File: src/rtl/datapath_bus_arbiter.sv
// Shared datapath bus driver: picks one of NSRC sources from out-enable strobes,
// keeps the last driven value when idle, and records ownership and contention.

module datapath_bus_arbiter_slot #(
  parameter int WIDTH = 32
) (
  input  logic             gnt_i,
  input  logic [WIDTH-1:0] data_i,
  output logic [WIDTH-1:0] data_o
);
  assign data_o = {WIDTH{gnt_i}} & data_i;
endmodule

module datapath_bus_arbiter #(
  parameter  int WIDTH = 32,
  parameter  int NSRC  = 24,
  parameter  int MODE  = 0,
  parameter  int CNT_W = 8,
  localparam int IDX_W = $clog2(NSRC)
) (
  input  logic                  clock,
  input  logic                  clear,
  input  logic [NSRC-1:0]       out_en,
  input  logic [NSRC*WIDTH-1:0] src_data,
  input  logic                  clr_err,
  output logic [WIDTH-1:0]      bus_out,
  output logic [WIDTH-1:0]      bus_q,
  output logic [IDX_W-1:0]      owner,
  output logic                  owner_valid,
  output logic                  conflict,
  output logic                  conflict_sticky,
  output logic [CNT_W-1:0]      conflict_cnt
);
  localparam logic [CNT_W-1:0] CNT_MAX = {CNT_W{1'b1}};

  logic [WIDTH-1:0]            keeper_q, busq_q;
  logic [IDX_W-1:0]            owner_q;
  logic                        ownv_q, sticky_q;
  logic [CNT_W-1:0]            cnt_q, cnt_d;
  logic                        sticky_d;
  logic                        win_vld;
  logic [IDX_W-1:0]            win_idx;
  logic [NSRC-1:0]             gnt;
  logic [NSRC-1:0][WIDTH-1:0]  slot_data;
  logic [WIDTH-1:0]            sel_data;

  // Lowest set index (MODE 0) or first set index cyclically after the owner (MODE 1).
  // Loops run from the far end so the nearest candidate is the last assignment.
  always_comb begin
    int j;
    j       = 0;
    win_vld = |out_en;
    win_idx = '0;
    if (MODE == 0) begin
      for (int i = NSRC - 1; i >= 0; i--)
        if (out_en[i]) win_idx = IDX_W'(i);
    end else begin
      for (int k = NSRC; k >= 1; k--) begin
        j = (int'(owner_q) + k) % NSRC;
        if (out_en[j]) win_idx = IDX_W'(j);
      end
    end
  end

  genvar g;
  generate
    for (g = 0; g < NSRC; g++) begin : g_slot
      assign gnt[g] = win_vld && (win_idx == IDX_W'(g));
      datapath_bus_arbiter_slot #(.WIDTH(WIDTH)) u_slot (
        .gnt_i  (gnt[g]),
        .data_i (src_data[g*WIDTH +: WIDTH]),
        .data_o (slot_data[g])
      );
    end
  endgenerate

  always_comb begin
    sel_data = '0;
    for (int i = 0; i < NSRC; i++) sel_data = sel_data | slot_data[i];
  end

  assign bus_out  = win_vld ? sel_data : keeper_q;
  assign conflict = (out_en & (out_en - 1'b1)) != '0;

  // A conflict in the same cycle as clr_err counts as a fresh first event.
  always_comb begin
    sticky_d = sticky_q;
    cnt_d    = cnt_q;
    if (conflict) begin
      sticky_d = 1'b1;
      if (clr_err)              cnt_d = CNT_W'(1);
      else if (cnt_q != CNT_MAX) cnt_d = cnt_q + 1'b1;
    end else if (clr_err) begin
      sticky_d = 1'b0;
      cnt_d    = '0;
    end
  end

  always_ff @(posedge clock or negedge clear) begin
    if (!clear) begin
      keeper_q <= '0;
      busq_q   <= '0;
      owner_q  <= IDX_W'(NSRC - 1);
      ownv_q   <= 1'b0;
      sticky_q <= 1'b0;
      cnt_q    <= '0;
    end else begin
      busq_q   <= bus_out;
      sticky_q <= sticky_d;
      cnt_q    <= cnt_d;
      if (win_vld) begin
        keeper_q <= sel_data;
        owner_q  <= win_idx;
        ownv_q   <= 1'b1;
      end
    end
  end

  assign bus_q           = busq_q;
  assign owner           = owner_q;
  assign owner_valid     = ownv_q;
  assign conflict_sticky = sticky_q;
  assign conflict_cnt    = cnt_q;
endmodule

File: config.mk
export PLATFORM = sky130hd
export DESIGN_NAME = datapath_bus_arbiter
export DESIGN_NICKNAME = d
export VERILOG_FILES = /design/src/rtl/datapath_bus_arbiter.sv
export SDC_FILE = /design/constraint.sdc
export NUM_CORES = 1
export LEC_CHECK = 0
export ABC_AREA = 1
export CORE_AREA = 2 2 341 343
export DETAILED_ROUTE_END_ITERATION = 10
export DIE_AREA = 0 0 343 345
export MAX_ROUTING_LAYER = met4
export PLACE_DENSITY = 0.31
export SLEW_MARGIN = 25
export SYNTH_ARGS = -nofsm -noshare
export SYNTH_HDL_FRONTEND = slang
export SYNTH_SLANG_ARGS = --single-unit
File: constraint.sdc
create_clock -name clock -period 9 [get_ports clock]
set_clock_uncertainty 0.1 [all_clocks]
set_input_delay 1.8 -clock clock [delete_from_list [all_inputs] [get_ports clock]]
set_output_delay 1.8 -clock clock [all_outputs]
set_load 0.005 [all_outputs]
==> impl_metrics.toml, run 1 <==
[status]
status = "complete, no violations"

[pwr]
share_comb_of_total_power = 0.592
switching_share = 0.369
p_total_w = 0.00124
power.share.sequential = 0.199
clkPwrFrac = 0.210
peakVddDrop_mv = 0.0667
p_int_w = 0.000783
power_density_nw_per_um2 = 57.8
leakagePower_nw = 10.1
switchingPower_w = 0.000459

[logic_synthesis]
seq_area_frac_synth = 0.112
synth_nets = 2993
synth_compound_area_frac = 0.0393
ys.warnings.count = 0
syn-cell-area_um2 = 10500
syn_area_per_cell_um2 = 4.79
synth_top_family_by_area = "simple AND/OR/NAND/NOR gates"
synth-simple-area-share = 0.672
yosys.area_share.xor_xnor = 0.00166
ys_ff_latch = 47
synthAdderAreaFrac = 0.00119
syn_inst = 2197
synth.distinct_cells = 43
muxShareOfSynthArea = 0

[grt]
grt_max_degree = 69
antenna_found_initial = 44
overflow = 0
grt_pass1_vias = 17600
grt_pass1_wl_um = 160000
grt_util_all_layers = 0.207

[clock_tree]
htreeDepth = 2
cts.sinks = 47
cts_tree = "built"
hold_buffers = 0
cts_setup_buffers = 0
clk_path_buf_depth = 2
insertion_delay_ps = 330
path_clk_slew_ps = 90
numCtsBuffers = 5
post_cts_resized = 0
cts-root-buf = "clkbuf_16"

[layout]
nets = 3815
area_growth_syn_to_layout_pct = 104
layoutNonFillerInstCount = 4579
layout-drive-gt1-share = 0.0457
final_area_um2 = 21500
nFillCells = 13600

[setup_path]
cp.arrival_ps = 6510
critPathSlowestCell = "o21ai_0"
startpoint_type = "input pin"
path_delay_family = "simple AND/OR/NAND/NOR gates"
crit_top_cell = "nor2_1"
cp.required_ps = 7100
crit_path_end_kind = "primary output"
max_stage_delay_ps = 810
critical_path.cell_chain = "clkdlybuf4s50_1 > inv_4 > nand2_1 > nor2_2 > inv_2 > nor2_4 > inv_1 > nor2_2 > inv_2 > nor2_2 > inv_1 > nor2_4 > nand4_2 > o21ai_0 > nor2_1 > nand2_1 > nor2_1 > nand3_1 > nor2_1 > nor2_1 > clkdlybuf4s50_1"
crit_fanout = 19
crit_type = "in2out"
crit_buf_inv = 7

[drt]
dr.pass1.iters = 5
vias = 17200
route.met2.wl_um = 60200
viasPerCell = 3.76
drt_iter0_drc = 967
wl_met1_um = 52700
wire_per_inst_um = 27.0
wirelength_um = 124000
highest_layer = "met4"
drc = 0
dr_wl_met3_um = 8010
ant_nets = 0

[timing]
slew-limit-headroom = 0.411
final_hold_viol_count = 0
holdWs_ps = 382
period_share = 0.934
setup_violations = 0
grt_setup_unrepaired = "false"
max_freq_mhz = 119
drv_slew = 0
worst_slew_pin_slew_ps = 884
period_minus_slack_ps = 8410
setup-tns-final_ps = 0

[floorplanning]
fp.coreArea_um2 = 115000
rows = 125
die_h_um = 345
start_util = 0.0915
design.die.area_um2 = 118000
pin_count = 875
chipWidth_um = 343

[placed_design]
dpl-instance-area_um2 = 21200
portBuffers = 874
place_inst = 4536
place.gp.congestion = 0.863
hpwl_um = 105000

[flow_run]
drv_cap = 0

[min_path]
min_path_type = "reg2reg"
==> Yosys cell counts, drive strengths merged <==
| cell | instances | area [µm²] |
|---|---|---|
| nand4 | 203 | 1340 |
| nor3b | 2 | 15.0 |
| o22ai | 1 | 6.26 |
| nand2 | 609 | 2320 |
| nor2 | 612 | 2400 |
| buf | 92 | 464 |
| dfstp | 4 | 105 |
| or2 | 2 | 12.5 |
| ha | 1 | 12.5 |
| nor4 | 2 | 12.5 |
| inv | 330 | 1240 |
| nand3 | 149 | 758 |
| a221oi | 1 | 8.76 |
| o41ai | 1 | 8.76 |
| a22oi | 1 | 7.51 |
| o2111ai | 3 | 26.3 |
| nor3 | 42 | 215 |
| a22o | 1 | 8.76 |
| xor2 | 2 | 17.5 |
| dfrtp | 43 | 1080 |
| o21bai | 1 | 11.3 |
| o21ai | 48 | 244 |
| clkbuf | 33 | 124 |
| a2bb2oi | 1 | 8.76 |
| a21oi | 13 | 83.8 |
==> cells by family (layout without fill, tap and decap cells) <==
family,after synthesis,after routing
AND/OR/NAND/NOR,1621,1621
AO/OA/AOI/OAI,71,71
adder cells (fa/ha/maj),1,1
flip-flops,47,47
buffers and inverters,455,1278
XOR/XNOR,2,2
other,0,35
==> flip-flops by register name (all words and copies together) (netlist names) <==
register / count
owner: 5
conflict_cnt: 8
conflict_sticky: 1
owner_valid: 1
keeper_q: 32
==> final timing paths <==
kind / start / to / slack, ps / depth (start not counted)
setup / recovery: out_en[2] / bus_out[18] / 590 / 21
hold / removal: owner[2] / owner[2] / 380 / 2
setup reg to reg: conflict_cnt[0] / conflict_cnt[6] / 6930 / 10
hold reg to reg: owner[2] / owner[2] / 380 / 2
max in group asynchronous: clear / owner[3] / 6650 / 2
min in group asynchronous: clear / keeper_q[14] / 1500 / 2
==> worst min-delay path: cells and delay by family (launching register included) <==
family | cells | cell delay, ps
AND/OR/NAND/NOR | 2 | 110
flip-flops | 1 | 380
==> routing by layer <==
metal / vias to the layer above / GRT usage
met5: - / -
met4: 0 / 0.0550
met3: 69 / 0.0503
met2: 622 / 0.348
met1: 7986 / 0.244
li1: 8553 / -
==> power groups by stage <==
stage                     combinational (W)  sequential (W)  clock [W]
after floorplan                    0.000151        0.000247          0
after global placement             0.000753        0.000250          0
after detailed placement           0.000748        0.000250          0
after CTS                          0.000753        0.000246   0.000277
after global routing               0.000788        0.000249   0.000281
final                              0.000735        0.000247   0.000260
==> cells in the final DEF, fill, tap and decap left out, types with 2 or more instances in the layout <==
cell             instances
clkdlybuf4s50_1        871
nand2_1                604
nor2_1                 588
inv_1                  318
nand4_1                195
nand3_1                148
buf_4                   59
dfrtp_1                 43
nor3_1                  41
o21ai_0                 40
diode_2                 35
nor2_4                  13
inv_2                   10
nor2_2                  10
a21oi_1                 10
buf_12                   8
o21ai_1                  7
nand4_2                  6
clkbuf_16                5
nand2_4                  4
dfstp_2                  4
o2111ai_1                3
a21oi_4                  2
nand4_4                  2
nor4_1                   2
nor3b_1                  2
xor2_1                   2
buf_2                    2
==> metrics by stage <==
stage,setup slack [ps],utilization
after global placement,543,0.184
after detailed placement,555,0.184
after CTS,551,0.186
after global routing,279,0.187
final,595,0.187
after floorplan,3300,-
==> cell type report <==
type | instances | area [µm²] | area share
Clock inverter | 3 | 46.3 | 0.00215
Tap cell | 1524 | 1910 | 0.0887
Sequential cell | 47 | 1180 | 0.0550
Clock buffer | 5 | 125 | 0.00582
Multi-Input combinational cell | 1695 | 7560 | 0.352
Timing Repair Buffer | 940 | 9330 | 0.434
Antenna cell | 35 | 87.6 | 0.00408
Inverter | 330 | 1240 | 0.0578
Note: power is estimated with default switching activity, not from simulation.
==> run 2: changes to the inputs <==
REMOVE_ABC_BUFFERS = 1   (was default)
==> impl_metrics.toml, run 2 (same netlist as run 1, synthesis figures left out) <==
[clock_tree]
cts_tree = "built"
cts.sinks = 47
path_clk_slew_ps = 80
numCtsBuffers = 5
cts_setup_buffers = 0
insertion_delay_ps = 350
hold_buffers = 0
clk_path_buf_depth = 2
cts-root-buf = "clkbuf_16"
htreeDepth = 2
post_cts_resized = 0

[layout]
layout-drive-gt1-share = 0.0466
most-common-layout-cells = "872 x clkdlybuf4s50_1, 604 x nand2_1, 589 x nor2_1, 318 x inv_1, 195 x nand4_1"
regMostFlops = "keeper_q"
final_common_cell = "clkdlybuf4s50_1"
area_growth_syn_to_layout_pct = 104
largest_register_ffs = 32
final_area_um2 = 21500
nets = 3819

[floorplanning]
design.die.area_um2 = 118000
die_h_um = 345
fp.coreArea_um2 = 115000
rows = 125
pin_count = 875
start_util = 0.0915
chipWidth_um = 343

[setup_path]
cp.required_ps = 7100
critical_path.cell_chain = "clkdlybuf4s50_1 > nor2_1 > inv_1 > nor2_1 > a21oi_1 > or2_1 > a21oi_2 > inv_1 > nor2_4 > nand4_1 > buf_12 > nor2_4 > nand2_1 > nand2_1 > inv_1 > nand2_1 > nor2_1 > nand3_1 > nor2_1 > nor2_1 > clkdlybuf4s50_1"
startpoint_type = "input pin"
crit_type = "in2out"
crit_path_end_kind = "primary output"
crit_fanout = 17
crit_top_cell = "nor2_1"
max_stage_delay_ps = 560
critPathSlowestCell = "clkdlybuf4s50_1"
cp.arrival_ps = 6520

[placed_design]
hpwl_um = 103000
dp_slack_ps = 425
portBuffers = 874
place.gp.congestion = 0.874
dpl-instance-area_um2 = 21300

[min_path]
min_path_type = "reg2reg"

[drt]
drc = 0
wire_per_inst_um = 26.4
viasPerCell = 3.78
vias = 17300
dr.pass1.iters = 5
wirelength_um = 121000
ant_nets = 0
drt_iter0_drc = 830

[timing]
grt_setup_unrepaired = "false"
period_share = 0.936
setup_slack_ps = 577
worst_slew_pin_slew_ps = 835
final_hold_viol_count = 0
period_minus_slack_ps = 8420
max_freq_mhz = 119
setup-tns-final_ps = 0
drv_slew = 0
slew-limit-headroom = 0.443
setup_violations = 0

[grt]
antenna_found_initial = 49
grt_pass1_vias = 17900
overflow = 0
grt_pass1_wl_um = 158000
grt_max_degree = 84
grt_util_all_layers = 0.202

[pwr]
leakagePower_nw = 10.2
peakVddDrop_mv = 0.0812
power_density_nw_per_um2 = 57.2

[status]
status = "complete, no violations"

[flow_run]
drv_cap = 0
==> run 2: cell types whose count changed in the layout (fill, tap and decap cells not counted), sizes merged <==
cell,previous run,this run
buf,69,72
clkdlybuf4s50,871,872
clkinv,1,4
clkinvlp,1,0
diode,35,34
inv,330,328
==> run 2: path summary, 6_finish.rpt <==
kind	start	to	slack, ps	cells past startpoint
max	out_en[19]	bus_out[27]	580	21
min	owner_valid	owner_valid	380	1
max reg2reg	conflict_cnt[0]	conflict_cnt[6]	6940	10
min reg2reg	owner_valid	owner_valid	380	1
max in group asynchronous	clear	keeper_q[22]	6700	2
min in group asynchronous	clear	keeper_q[6]	1500	2
==> run 2: report_power, final <==
group / total [W] / internal (W) / switching [W] / leakage (nW)
sequential: 0.000245 / 0.000231 / 0.0000139 / 0.565
combinational: 0.000720 / 0.000420 / 0.000300 / 9.52
clock: 0.000265 / 0.000134 / 0.000130 / 0.0846
==> run 2: metrics by stage <==
step                instances  hold WS (ps)  utilization  power, W
CTS                      4548           381        0.186   0.00126
detailed placement       4540           358        0.185  0.000981
global route             4579           405        0.187   0.00130
floorplan                2072           352            -  0.000386
finish                   4582           377        0.187   0.00123
global placement         4540           364        0.185  0.000985
==> run 2: layout make-up <==
type | instances | area (µm²)
clock inverters | 3 | 47.5
fillers | 13600 | 93600
diodes | 34 | 85.1
clock buffers | 5 | 125
repair buffers | 944 | 9350
multi-input cells | 1695 | 7570
well taps | 1524 | 1910
inverters | 330 | 1240
flip-flops and latches | 47 | 1180
==> run 2: layer usage <==
metal	vias up	track usage	part of all wire
met5	-	-	0
met4	0	0.0206	0.0097
met3	64	0.0470	0.064
met2	639	0.366	0.51
met1	8065	0.230	0.41
li1	8570	-	-
==> run 2: critical path: cells and delay by family <==
kind	cells	cell delay [ps]
AOI/OAI and AO/OA	2	320
buffers and inverters	6	1680
and+or+nand+nor	13	2680
==> run 3: changes to the inputs <==
ABC_AREA = default   (was 1)
CORE_AREA = 2 2 336 338   (was 2 2 341 343)
DIE_AREA = 0 0 338 340   (was 0 0 343 345)
MAX_ROUTING_LAYER = default   (was met4)
PLACE_DENSITY = 0.3   (was 0.31)
==> impl_metrics.toml, run 3 <==
[status]
status = "complete, no violations"

[logic_synthesis]
synth.most_common_cell = "nand2_1"
syn_area_per_cell_um2 = 7.39
ys.warnings.count = 0
ys_ff_latch = 47
synth_area_leaders = "dfrtp_1 14%, a22oi_1 10%, a22o_1 6.6%"
ys_top_cells_by_count = "115 x nand2_1, 104 x a22oi_1, 70 x a21oi_1, 69 x nor2_1, 57 x a22o_1"
ys.flop_type = "dfrtp_1"
yosysTopAreaCell = "dfrtp_1"
seq_area_frac_synth = 0.156
synthArstFlopShare = 1.00
synth_edf_count = 0
syn_inst = 1023
synth_largest_type_area_fraction = 0.142
syn-cell-area_um2 = 7560
synth.distinct_cells = 82

[pwr]
power_density_nw_per_um2 = 70.5
peakVddDrop_mv = 0.0739
p_int_w = 0.000849
switchingPower_w = 0.000489
power.share.sequential = 0.187
clkPwrFrac = 0.238
switching_share = 0.366
share_comb_of_total_power = 0.575
leakagePower_nw = 6.31

[timing]
setup_violations = 0
drv_slew = 0
max_freq_mhz = 117
worst_slew_pin_slew_ps = 1040
period_share = 0.949
final_hold_viol_count = 0
grt_setup_unrepaired = "false"
period_minus_slack_ps = 8540
setup-tns-final_ps = 0
slew-limit-headroom = 0.306

[drt]
wire_per_inst_um = 38.1
wirelength_um = 130000
ant_nets = 0
dr.pass1.iters = 8
vias = 14200
viasPerCell = 4.17
drt_iter0_drc = 1134
drc = 0

[grt]
grt_use_met3 = 0.0496
grt_max_degree = 58
antenna_found_initial = 65
use_met2 = 0.380
grt_pass1_vias = 15100
grt_pass1_wl_um = 163000
overflow = 0
grt_util_all_layers = 0.217
met1_usage = 0.269
top_usage_layer = "met2"

[floorplanning]
rows = 123
pin_count = 875
chipWidth_um = 338
design.die.area_um2 = 115000
fp.coreArea_um2 = 112000
die_h_um = 340
start_util = 0.0678

[placed_design]
place.gp.congestion = 0.849
hpwl_um = 109000
dpl-instance-area_um2 = 18800
portBuffers = 874

[setup_path]
cp.required_ps = 7100
cp.arrival_ps = 6640
startpoint_type = "input pin"
crit_type = "in2out"
crit_path_end_kind = "primary output"
crit_fanout = 35

[clock_tree]
cts.sinks = 47
cts-root-buf = "clkbuf_16"
post_cts_resized = 0
numCtsBuffers = 5
insertion_delay_ps = 370
path_clk_slew_ps = 100
clk_path_buf_depth = 2
cts_setup_buffers = 0
cts_tree = "built"
htreeDepth = 2
hold_buffers = 0

[min_path]
min_path_type = "reg2reg"

[flow_run]
drv_cap = 0

[layout]
final_area_um2 = 19000
layout-drive-gt1-share = 0.0868
area_growth_syn_to_layout_pct = 151
most-common-layout-cells = "872 x clkdlybuf4s50_1, 114 x nand2_1, 103 x a22oi_1, 85 x buf_4, 70 x a21oi_1"
regMostFlops = "keeper_q"
nets = 2697
final_common_cell = "clkdlybuf4s50_1"
largest_register_ffs = 32
-- run 3: changes by cell type after synthesis, sizes merged, moves of 32 or more --
cell	before	now
a22oi	1	104
a222oi	0	48
a221oi	1	56
nor2	612	70
inv	330	13
nand4	203	12
nand2	609	116
buf	92	44
nand3	149	35
a22o	1	57
a21oi	13	70
a31oi	0	32
-- run 3: worst paths after layout --
kind                                 start         endpoint  slack (ps)  cells after the start
hold / removal                    owner[2]         owner[2]         370                      2
max in group asynchronous            clear     keeper_q[27]        6880                      1
setup / recovery                 out_en[2]      bus_out[14]         460                     12
setup reg to reg           conflict_cnt[1]  conflict_cnt[1]        7090                      7
hold reg to reg                   owner[2]         owner[2]         370                      2
min in group asynchronous            clear         owner[3]        1370                      1
-- run 3: logic make-up (layout without fill, tap and decap cells) --
| group | after synthesis | in the layout | share of synthesized area |
|---|---|---|---|
| compound gates | 502 | 502 | 0.524 |
| simple gates | 346 | 346 | 0.233 |
| flops | 47 | 47 | 0.156 |
| xor+xnor | 1 | 1 | 0.00116 |
| other cells | 0 | 11 | 0 |
| mux | 10 | 10 | 0.0136 |
| fa+ha+maj | 4 | 4 | 0.00563 |
| buf+inv | 113 | 992 | 0.0664 |
-- run 3: layer usage --
metal	routed length, µm	share of wire	vias up
met5	268	0.0021	-
met4	2370	0.018	42
met3	9090	0.070	161
met2	63900	0.49	837
met1	54500	0.42	7108
li1	-	-	6071
-- run 3: area by class of cell --
type	instances	area, µm²
clock inverter	2	60.1
sequential	47	1180
multi-input combinational	863	6060
antenna	11	27.5
inverter	13	48.8
clock buffer	6	129
tap	1500	1880
timing repair buffer	971	9610
fill	12700	92600
-- run 3: metrics by stage --
step | hold WS [ps] | utilization | setup slack (ps) | total power, W | instances
after floorplan | 348 | - | 920 | 0.000385 | 923
after global placement | 350 | 0.168 | 409 | 0.00103 | 3393
after detailed placement | 353 | 0.168 | 402 | 0.00103 | 3394
after CTS | 369 | 0.170 | 382 | 0.00137 | 3402
after global routing | 391 | 0.170 | 245 | 0.00140 | 3409
final | 366 | 0.170 | 457 | 0.00134 | 3413
-- run 3: power by group through the flow --
stage          clock network, W  registers (W)  logic (W)
6_report               0.000319       0.000250   0.000770
5_1_grt                0.000338       0.000253   0.000810
4_1_cts                0.000338       0.000250   0.000781
3_5_place_dp                  0       0.000254   0.000775
3_3_place_gp                  0       0.000253   0.000778
2_1_floorplan                 0       0.000250   0.000135
-- run 3: critical path, stage by stage --
cell and delay [ps]:
clkdlybuf4s50_1 540, or4_4 620, or3_4 370, a31oi_4 540
nor3_4 120, buf_12 210, a221oi_1 540, o221ai_1 250
nor4_1 600, buf_4 210, a31oi_1 210, clkdlybuf4s50_1 550
==> patch (config.mk and constraints of run 3) <==
Put one more register stage on the output `conflict_cnt`, without a reset. The value now appears one clock later. The other outputs are not delayed to match.
--- a/src/rtl/datapath_bus_arbiter.sv
+++ b/src/rtl/datapath_bus_arbiter.sv
@@ -120,6 +120,8 @@
   assign owner           = owner_q;
   assign owner_valid     = ownv_q;
   assign conflict_sticky = sticky_q;
-  assign conflict_cnt    = cnt_q;
+  always_ff @(posedge clock) begin
+    conflict_cnt <= cnt_q;
+  end
 endmodule
 
Formal check against the unedited RTL: not equivalent (Yosys sat finds a counterexample within 4 cycles, from zero or initial values).
==> patch against run 3 <==
Cell count shrank 0.18%. Critical path type unchanged. Sequential share of layout area grew 0.88 points. Cell area decreased by 0.46%. Largest power group unchanged. Synthesized area decreased by 1.4%. Sequential cell count up 8. Largest cell class unchanged. Fmax grew 2.4%. Register-to-register slack improved by 0.21 ns. Setup slack improved by 0.20 ns. Synthesized cell count shrank 1.4%. Power fell by 0.34%. Routed wire length shrank 10%. Hold slack worse by 0.019 ns. Clock power is 17% lower.
==> patch: results (changes against run 3) <==
[pwr]
peakVddDrop_v = 0.0000782  ; +5.9%
power.leakage_nw = 6.30  ; -0.18%
p_sw_uw = 490  ; +0.21%

[layout]
largestRegisters = keeper_q: 32 flops, cnt_q: 8 flops, conflict_cnt: 8 flops
num-fill-cells = 12638  ; -0.35%
layout-drive-gt1-share = 0.0814  ; -0.00531
fin_nets = 2686  ; -0.41%

[outcome]
status = finished, final reports clean

[placement]
portBuffers = 874  ; unchanged
hpwl_um = 96800  ; -11%
placed_cells = 3383  ; -0.32%
place_area_um2 = 18700  ; -0.33%
gp_congestion = 0.945  ; +11%

[sta]
tightest_slew_ns = 1.12  ; +0.0818 ns

[clock_network]
cts_setup_buffers = 0  ; unchanged
clk_latency_ns = 0.37  ; about the same
h-tree-depth = 2  ; unchanged
clockBufferDepth = 2  ; unchanged
cts_buffers = 5  ; unchanged
cts_root_buffer = clkbuf_16
cts_repair_resize_count = 0  ; unchanged
path_clk_slew_ns = 0.11

[yosys]
ys_seq_area_frac = 0.180  ; +0.0237
ys_top_cells_by_count = nand2_1 (119), a22oi_1 (112), a21oi_1 (93)
synthMuxAreaShare = 0.0245  ; +0.0109
synth_adder_area_share = 0.00571  ; +0.0000812
synth-main-ff-cell = dfrtp_1
synthXorXnorAreaFrac = 0.00470  ; +0.00354
async_reset_ff_frac = 0.855  ; -0.145
yosys-top-cells-area = dfrtp_1 (14%), a22oi_1 (11%), a21oi_1 (6.2%)
synth.distinct_cells = 73  ; -11%
synth-compound-area-share = 0.516  ; -0.00821
syn_inst = 1009  ; -1.4%
synth_warnings = 0  ; unchanged

[grt]
antenna_found_initial = 55  ; -15%
grt_pass1_vias = 14580  ; -3.5%
track_usage = 0.194  ; -0.0232
grt_start_max_net_pins = 30  ; -48%
grt_pass1_wl_um = 146000  ; -10%

[routing]
wl_um = 117000  ; -10%
detail_route.iter0.violations = 1084  ; -4.4%
wl_per_cell_um = 34.4  ; -9.8%
vias_per_cell = 4.04  ; -2.9%
firstDrtPassIters = 8  ; unchanged

[hold_path]
hp-class = register to register

[floorplanning]
coreArea_um2 = 112000  ; unchanged

[worst_setup_path]
crit_arrival_ns = 6.44  ; -0.20 ns
crit_fanout = 25  ; -29%

-- patch: layout make-up --
cell class | instances | area (um^2) | share of cell area
Antenna cell | 16 | 40.0 | 0.00212
Timing Repair Buffer | 969 | 9620 | 0.509
Sequential cell | 55 | 1340 | 0.0709
Clock buffer | 5 | 125 | 0.00662
Inverter | 7 | 26.3 | 0.00139
Tap cell | 1500 | 1880 | 0.0993
Multi-Input combinational cell | 852 | 5850 | 0.310
Clock inverter | 3 | 26.3 | 0.00139
-- patch: per-layer routing --
metal	vias to the layer above	wire (um)	global-route usage
met5	-	171	0
met4	28	1730	0.0321
met3	112	9840	0.0486
met2	800	56900	0.339
met1	6859	48500	0.242
li1	5982	-	-
-- patch: critical path, cell delays in order --
cell and delay (ns):
clkdlybuf4s50_1 0.55, or4_2 0.81, nor2_1 0.37, nand3_1 0.43, nor2_4 0.24, buf_12 0.24
buf_4 0.30, a221o_1 0.19, a211oi_1 0.05, a41oi_1 0.37, a2111oi_0 0.17, a21oi_1 0.25
clkdlybuf4s50_1 0.62
-- patch: kinds of logic (layout without fill, tap and decap cells) --
| family | Yosys count | in the layout |
|---|---|---|
| compound gates | 507 | 507 |
| xor+xnor | 4 | 4 |
| fa+ha+maj | 4 | 4 |
| buf+inv | 102 | 984 |
| flops | 55 | 55 |
| mux | 18 | 18 |
| other cells | 0 | 16 |
| simple gates | 319 | 319 |
-- patch: through the flow --
step	worst slack, ns	utilization
after CTS	0.514	0.169
after floorplan	0.283	-
after global routing	0.357	0.169
after global placement	0.521	0.168
final	0.659	0.169
after detailed placement	0.525	0.168
-- patch: power by group through the flow --
stage               Clock [mW]  Combinational [mW]  Sequential (mW)
floorplan                    0               0.147            0.290
global placement             0               0.783            0.293
detailed placement           0               0.780            0.294
CTS                      0.297               0.786            0.289
global route             0.292               0.819            0.292
finish                   0.266               0.779            0.289
-- patch: worst paths after layout --
check | startpoint | endpoint | slack, ns | cells past startpoint
max | out_en[3] | bus_out[7] | 0.66 | 13
min | cnt_q[7]$_DFFE_PN0P_ | conflict_cnt[7]$_DFF_P_ | 0.35 | 0
max reg2reg | cnt_q[0]$_DFFE_PN0P_ | cnt_q[5]$_DFFE_PN0P_ | 7.30 | 5
min reg2reg | cnt_q[7]$_DFFE_PN0P_ | conflict_cnt[7]$_DFF_P_ | 0.35 | 0
max in group asynchronous | clear | cnt_q[3]$_DFFE_PN0P_ | 6.55 | 2
min in group asynchronous | clear | keeper_q[2]$_DFF_PN0_ | 1.27 | 1
